`src/rtl/io_pkg.sv`:
```
// Shared IO-bus port IDs, status-byte layout and UART transmitter state encoding.
package io_pkg;

  localparam logic [7:0] PORT_ID_UART_DATA   = 8'h01;
  localparam logic [7:0] PORT_ID_UART_STATUS = 8'h03;

  localparam int unsigned STAT_FULL     = 0;
  localparam int unsigned STAT_EMPTY    = 1;
  localparam int unsigned STAT_ACTIVE   = 2;
  localparam int unsigned STAT_OVERFLOW = 3;

  typedef enum logic [1:0] {
    StIdle,
    StStart,
    StData,
    StStop
  } uart_tx_state_e;

  function automatic logic [7:0] pack_status(input logic overflow, input logic active,
                                             input logic empty, input logic full);
    logic [7:0] s;
    s                = 8'h00;
    s[STAT_OVERFLOW] = overflow;
    s[STAT_ACTIVE]   = active;
    s[STAT_EMPTY]    = empty;
    s[STAT_FULL]     = full;
    return s;
  endfunction

endpackage

```
`src/rtl/sync_fifo.sv`:
```
// Single-clock FIFO with extra-MSB pointers; rdata shows the head entry combinationally.
module sync_fifo #(
  parameter int unsigned WIDTH = 8,
  parameter int unsigned DEPTH = 16
) (
  input  logic             clk,
  input  logic             reset,
  input  logic             push,
  input  logic             pop,
  input  logic [WIDTH-1:0] wdata,
  output logic [WIDTH-1:0] rdata,
  output logic             full,
  output logic             empty
);

  localparam int unsigned AW = $clog2(DEPTH);

  if (DEPTH < 2 || (DEPTH & (DEPTH - 1)) != 0) begin : g_bad_depth
    $error("sync_fifo DEPTH must be a power of two and at least 2");
  end

  logic [WIDTH-1:0] mem [DEPTH];
  logic [AW:0]      wr_ptr;
  logic [AW:0]      rd_ptr;

  assign empty = (wr_ptr == rd_ptr);
  // Same index with differing wrap bits means the writer is a full lap ahead.
  assign full  = (wr_ptr[AW] != rd_ptr[AW]) && (wr_ptr[AW-1:0] == rd_ptr[AW-1:0]);
  assign rdata = mem[rd_ptr[AW-1:0]];

  always_ff @(posedge clk or posedge reset) begin
    if (reset) begin
      wr_ptr <= '0;
      rd_ptr <= '0;
    end else begin
      if (push && !full) begin
        wr_ptr <= wr_ptr + 1'b1;
      end
      if (pop && !empty) begin
        rd_ptr <= rd_ptr + 1'b1;
      end
    end
  end

  always_ff @(posedge clk) begin
    if (push && !full) begin
      mem[wr_ptr[AW-1:0]] <= wdata;
    end
  end

endmodule

```
`src/rtl/io_uart_tx.sv`:
```
// IO-port mapped UART transmitter: byte writes feed a FIFO drained by an 8N1 serializer,
// with a combinational status port that reads zero when not addressed.
module io_uart_tx
  import io_pkg::*;
#(
  parameter int unsigned CLKS_PER_BIT = 104,
  parameter int unsigned FIFO_DEPTH   = 16,
  parameter logic [7:0]  PORT_DATA    = PORT_ID_UART_DATA,
  parameter logic [7:0]  PORT_STATUS  = PORT_ID_UART_STATUS
) (
  input  logic       clk,
  input  logic       reset,
  input  logic [7:0] IO_port_ID,
  input  logic [7:0] IO_write_data,
  input  logic       IO_write_strobe,
  input  logic       IO_read_strobe,
  output logic [7:0] IO_read_data,
  output logic       UART_TX_out
);

  localparam int unsigned BaudW = (CLKS_PER_BIT > 1) ? $clog2(CLKS_PER_BIT) : 1;
  localparam logic [BaudW-1:0] BaudLast = BaudW'(CLKS_PER_BIT - 1);

  uart_tx_state_e   state;
  logic [BaudW-1:0] baud_cnt;
  logic [2:0]       bit_cnt;
  logic [7:0]       shift_reg;
  logic             tx_line;
  logic             overflow;

  logic       wr_hit;
  logic       rd_hit;
  logic       fifo_push;
  logic       fifo_pop;
  logic       fifo_full;
  logic       fifo_empty;
  logic [7:0] fifo_rdata;
  logic       tx_active;
  logic       baud_last;

  assign wr_hit    = IO_write_strobe && (IO_port_ID == PORT_DATA);
  assign rd_hit    = IO_read_strobe && (IO_port_ID == PORT_STATUS);
  assign fifo_push = wr_hit && !fifo_full;
  assign fifo_pop  = (state == StIdle) && !fifo_empty;
  assign tx_active = (state != StIdle);
  assign baud_last = (baud_cnt == BaudLast);

  sync_fifo #(
    .WIDTH(8),
    .DEPTH(FIFO_DEPTH)
  ) u_fifo (
    .clk  (clk),
    .reset(reset),
    .push (fifo_push),
    .pop  (fifo_pop),
    .wdata(IO_write_data),
    .rdata(fifo_rdata),
    .full (fifo_full),
    .empty(fifo_empty)
  );

  always_ff @(posedge clk or posedge reset) begin
    if (reset) begin
      state     <= StIdle;
      baud_cnt  <= '0;
      bit_cnt   <= '0;
      shift_reg <= '0;
      tx_line   <= 1'b1;
    end else begin
      unique case (state)
        StIdle: begin
          if (!fifo_empty) begin
            shift_reg <= fifo_rdata;
            bit_cnt   <= '0;
            baud_cnt  <= '0;
            tx_line   <= 1'b0;
            state     <= StStart;
          end
        end
        StStart: begin
          if (baud_last) begin
            baud_cnt  <= '0;
            tx_line   <= shift_reg[0];
            shift_reg <= {1'b0, shift_reg[7:1]};
            state     <= StData;
          end else begin
            baud_cnt <= baud_cnt + BaudW'(1);
          end
        end
        StData: begin
          if (baud_last) begin
            baud_cnt <= '0;
            if (bit_cnt == 3'd7) begin
              tx_line <= 1'b1;
              state   <= StStop;
            end else begin
              bit_cnt   <= bit_cnt + 3'd1;
              tx_line   <= shift_reg[0];
              shift_reg <= {1'b0, shift_reg[7:1]};
            end
          end else begin
            baud_cnt <= baud_cnt + BaudW'(1);
          end
        end
        StStop: begin
          if (baud_last) begin
            baud_cnt <= '0;
            state    <= StIdle;
          end else begin
            baud_cnt <= baud_cnt + BaudW'(1);
          end
        end
        default: state <= StIdle;
      endcase
    end
  end

  // A dropped write outranks the clear-on-read so the event is never lost.
  always_ff @(posedge clk or posedge reset) begin
    if (reset) begin
      overflow <= 1'b0;
    end else if (wr_hit && fifo_full) begin
      overflow <= 1'b1;
    end else if (rd_hit) begin
      overflow <= 1'b0;
    end
  end

  always_comb begin
    IO_read_data = 8'h00;
    if (rd_hit) begin
      IO_read_data = pack_status(overflow, tx_active, fifo_empty, fifo_full);
    end
  end

  assign UART_TX_out = tx_line;

endmodule

```
`config.mk`:
```
export PLATFORM = sky130hd
export DESIGN_NAME = io_uart_tx
export DESIGN_NICKNAME = d
export VERILOG_FILES = /design/src/rtl/io_pkg.sv /design/src/rtl/sync_fifo.sv /design/src/rtl/io_uart_tx.sv
export SDC_FILE = /design/constraint.sdc
export NUM_CORES = 1
export LEC_CHECK = 0
export ABC_AREA = 1
export BUFFER_PORTS_ARGS = -buffer_cell sky130_fd_sc_hd__buf_2
export CAP_MARGIN = 30
export CORE_ASPECT_RATIO = 0.9
export CORE_MARGIN = 1
export CORE_UTILIZATION = 60
export DETAILED_ROUTE_END_ITERATION = 6
export PLACE_DENSITY = 0.76
export REMOVE_ABC_BUFFERS = 1
export SYNTH_ARGS = -nofsm -noshare
export SYNTH_HDL_FRONTEND = slang
export SYNTH_SLANG_ARGS = --single-unit
```
`constraint.sdc`:
```
create_clock -name clk -period 2.2 [get_ports clk]
set_input_delay 0.44 -clock clk [delete_from_list [all_inputs] [get_ports clk]]
set_output_delay 0.44 -clock clk [all_outputs]
set_load 0.02 [all_outputs]
```
==> flow_summary.toml <==
[global_routing]
grt_first_pass_wirelength_um = 27900
first_global_vias = 5445
maximum_number_of_pins_on_one_net_before_global_route_repair = 67
grt_remaining_overflow = 0
gr-usage-all-layers = 0.296
initial_antenna_violation_count = 0

[detailed_routing]
detailedRoute.firstIterationViolations = 693
route.detailed.vias_per_inst = 5.58
detailedRoute.firstPassIterationCount = 6
detailroute.via_count = 5599
wire_per_inst_um = 17.7
detail-route-antenna-nets = 0
route.detailed.drc = 0
wl_um = 17800

[worst_setup_path]
startpoint_type_of_the_worst_setup_path = "flop"
critical_path.endpoint_type = "output port"
timing.critical_path.fanout_max = 8
path_buf_inv = 2
timing.critical_path.slowest_stage_cell = "sky130_fd_sc_hd__dfrtp_1"
critical-path-max-stage-delay_ns = 0.40
cp_cell_sequence = "inv_2 > nand2_1 > nand2_1 > nor2_4 > and2_4 > nand2_8 > nor2_1 > buf_4"
cp_top_family = "simple AND/OR/NAND/NOR gates"
arrival_time_of_data_at_the_critical_path_endpoint_ns = 1.70
crit_type = "flop to output port"
cp_common_cell = "sky130_fd_sc_hd__nand2_1"
crit_required_ns = 1.76

[clock_network]
h-tree-depth = 4
worst_setup_hold_path_clk_slew_ns = 0.06
clk_path_buf_depth = 2
cts_tree = "built"
clock-sinks = 160
insertion_delay_ns = 0.43
ctsRootBufferMaster = "sky130_fd_sc_hd__clkbuf_16"
cts_made_buffers = 17

[logic_synthesis]
synth.yosys.warnings = 0
yosysSeqAreaShare = 0.618
synth.top_cell.area_share = 0.511
number_of_flops_mapped_to_enable_cells_by_yosys = 128
synth_cell_types = 41
synthDominantAreaCellType = "sky130_fd_sc_hd__edfxtp_1"
post_synth.cell_area_avg_um2 = 9.70
async_flop_share = 0.200
ys.flop_type = "sky130_fd_sc_hd__edfxtp_1"
mappedNetlistArea_mm2 = 0.00752
yosys-top-cells-area = "sky130_fd_sc_hd__edfxtp_1 (51%), sky130_fd_sc_hd__nand2_1 (12%), sky130_fd_sc_hd__dfrtp_1 (10%)"
register_bit_count_reported_by_yosys = 160
cell_count_after_synthesis = 775

[timing]
hold_violations = 0
final-setup-viol-count = 0
fin_worst_skew_ns = 0.00582
post-route-min-period_ns = 2.14
worstMarginPinSlew_ns = 0.672
finalCritPeriodShare = 0.972
finalMaxSlewViolations = 0
timing.fmax_mhz = 468
rsz0062_at_grt = "false"
timing.slew.headroom = 0.552

[power_and_ir_drop]
combPwrFrac = 0.030
switchingPower_w = 0.00127
p_sw_frac = 0.207
pwr-share-clk = 0.434
total_power_w = 0.00613
power.leakage_nw = 3.81
power_report.internal_total_w = 0.00486
vdd_ir_drop_max_mv = 0.569
power-per-cell-area_mw_per_mm2 = 716
seq_power_share = 0.536

[placed_design]
globalplace.congestion = 0.863
hpwlAfterDp_um = 11300
buffer_ports.inserted = 24

[cells_and_area]
fraction_of_layout_cells_with_a_size_suffix_above_1 = 0.154
layout.cells.most_common_list = "sky130_fd_sc_hd__nand2_1 (244), sky130_fd_sc_hd__edfxtp_1 (128), sky130_fd_sc_hd__inv_1 (107)"
areaGrowthSynthToFinish_pct = 13.8
largest_register_ff_count = 128
most_common_cell_after_layout_fill_and_taps_aside = "sky130_fd_sc_hd__nand2_1"
post-route-util = 0.706
design.final.nets = 864
antenna-diode-count = 0

[die]
starting_density = 0.620
floorplan.io_pins = 29
floorplan.rows = 38
dieWidth_um = 120
floorplan.die.height_um = 108
die_area_mm2 = 0.0130
core_footprint_mm2 = 0.0121

[worst_hold_path]
holdCritPathClass = "input pin to async pin"

[run_status]
status = "complete, no violations"

[job]
maximum_capacitance_violations = 0
-- path summary, 6_finish.rpt --
kind,cells past startpoint,startpoint,to,slack [ns]
setup / recovery,8,u_fifo.wr_ptr[0],IO_read_data[0],0.06
setup reg to reg,10,u_fifo.rd_ptr[0],shift_reg[2],0.29
hold / removal,2,reset,baud_cnt[6],0.05
max in group asynchronous,3,reset,u_fifo.rd_ptr[0],1.57
hold reg to reg,2,UART_TX_out,UART_TX_out,0.48
min in group clk,5,IO_port_ID[0],u_fifo.wr_ptr[0],0.45
-- area by class of cell --
cell class	count	area (um^2)
clock inverters	13	97.6
fillers	901	3570
clock buffers	18	429
inverters	115	434
flip-flops and latches	160	4650
multi-input cells	475	2320
repair buffers	63	422
well taps	160	200
-- power by group through the flow --
stage                     registers [W]   logic, W  clock network [W]
after global placement          0.00335   0.000149                  0
after CTS                       0.00328   0.000168            0.00268
final                           0.00328   0.000181            0.00266
after detailed placement        0.00335   0.000152                  0
after global routing            0.00328   0.000192            0.00279
after floorplan                 0.00334  0.0000650                  0
-- cell usage after synthesis, drive strengths merged, types with 2 or more instances --
cell and n:
a21oi 10, buf 21, clkbuf 7, dfrtp 31, edfxtp 128, ha 12
inv 114, nand2 249, nand3 113, nand4 4, nor2 43, nor3 2
nor4 2, o21ai 12, o22ai 2, or2 9, xnor2 2, xor2 7
-- routing by layer --
layer / track usage / routed length [um] / vias up
met2: 0.482 / 8500 / 286
met3: 0.0654 / 1720 / 58
met5: 0 / 0 / -
met4: 0.125 / 631 / 0
met1: 0.386 / 6910 / 2640
li1: - / - / 2615
-- stage by stage --
stage	area [um^2]	setup slack, ns	std cells	hold WS [ns]	TNS, ns
global placement	7910	0.206	961	0.456	0
finish	8560	0.0625	1004	0.0517	0
global route	8560	0.0111	1004	0.0836	0
detailed placement	7910	0.149	961	0.459	0
floorplan	7390	-1.19	750	0.442	-144.00
CTS	8490	0.0157	998	0.0620	0
-- cells by family after synthesis --
logic type | share of synthesized area
flops | 0.618
compound gates | 0.0178
xor+xnor | 0.0125
buf+inv | 0.0767
simple gates | 0.254
other cells | 0.000499
fa+ha+maj | 0.0200
-- worst register-to-register path, cell delays in order, from the launching register on --
cell                      delay [ns]
sky130_fd_sc_hd__dfrtp_2        0.43
sky130_fd_sc_hd__inv_2          0.06
sky130_fd_sc_hd__buf_4          0.53
sky130_fd_sc_hd__nand2_1        0.17
sky130_fd_sc_hd__nand2_1        0.10
sky130_fd_sc_hd__nand2_1        0.05
sky130_fd_sc_hd__nand3_1        0.11
sky130_fd_sc_hd__nand3_1        0.13
sky130_fd_sc_hd__nand2_1        0.11
sky130_fd_sc_hd__nand3_1        0.08
sky130_fd_sc_hd__nand2_1        0.08
-- repair_timing --
item                       CTS  global route
setup endpoints to repair    1             2
resized for setup            3             5
setup buffers                6             6
hold buffers                 0             0
pin swaps                    2             3
gates cloned                 0             0
No activity file was read; power rests on OpenSTA's default activity.
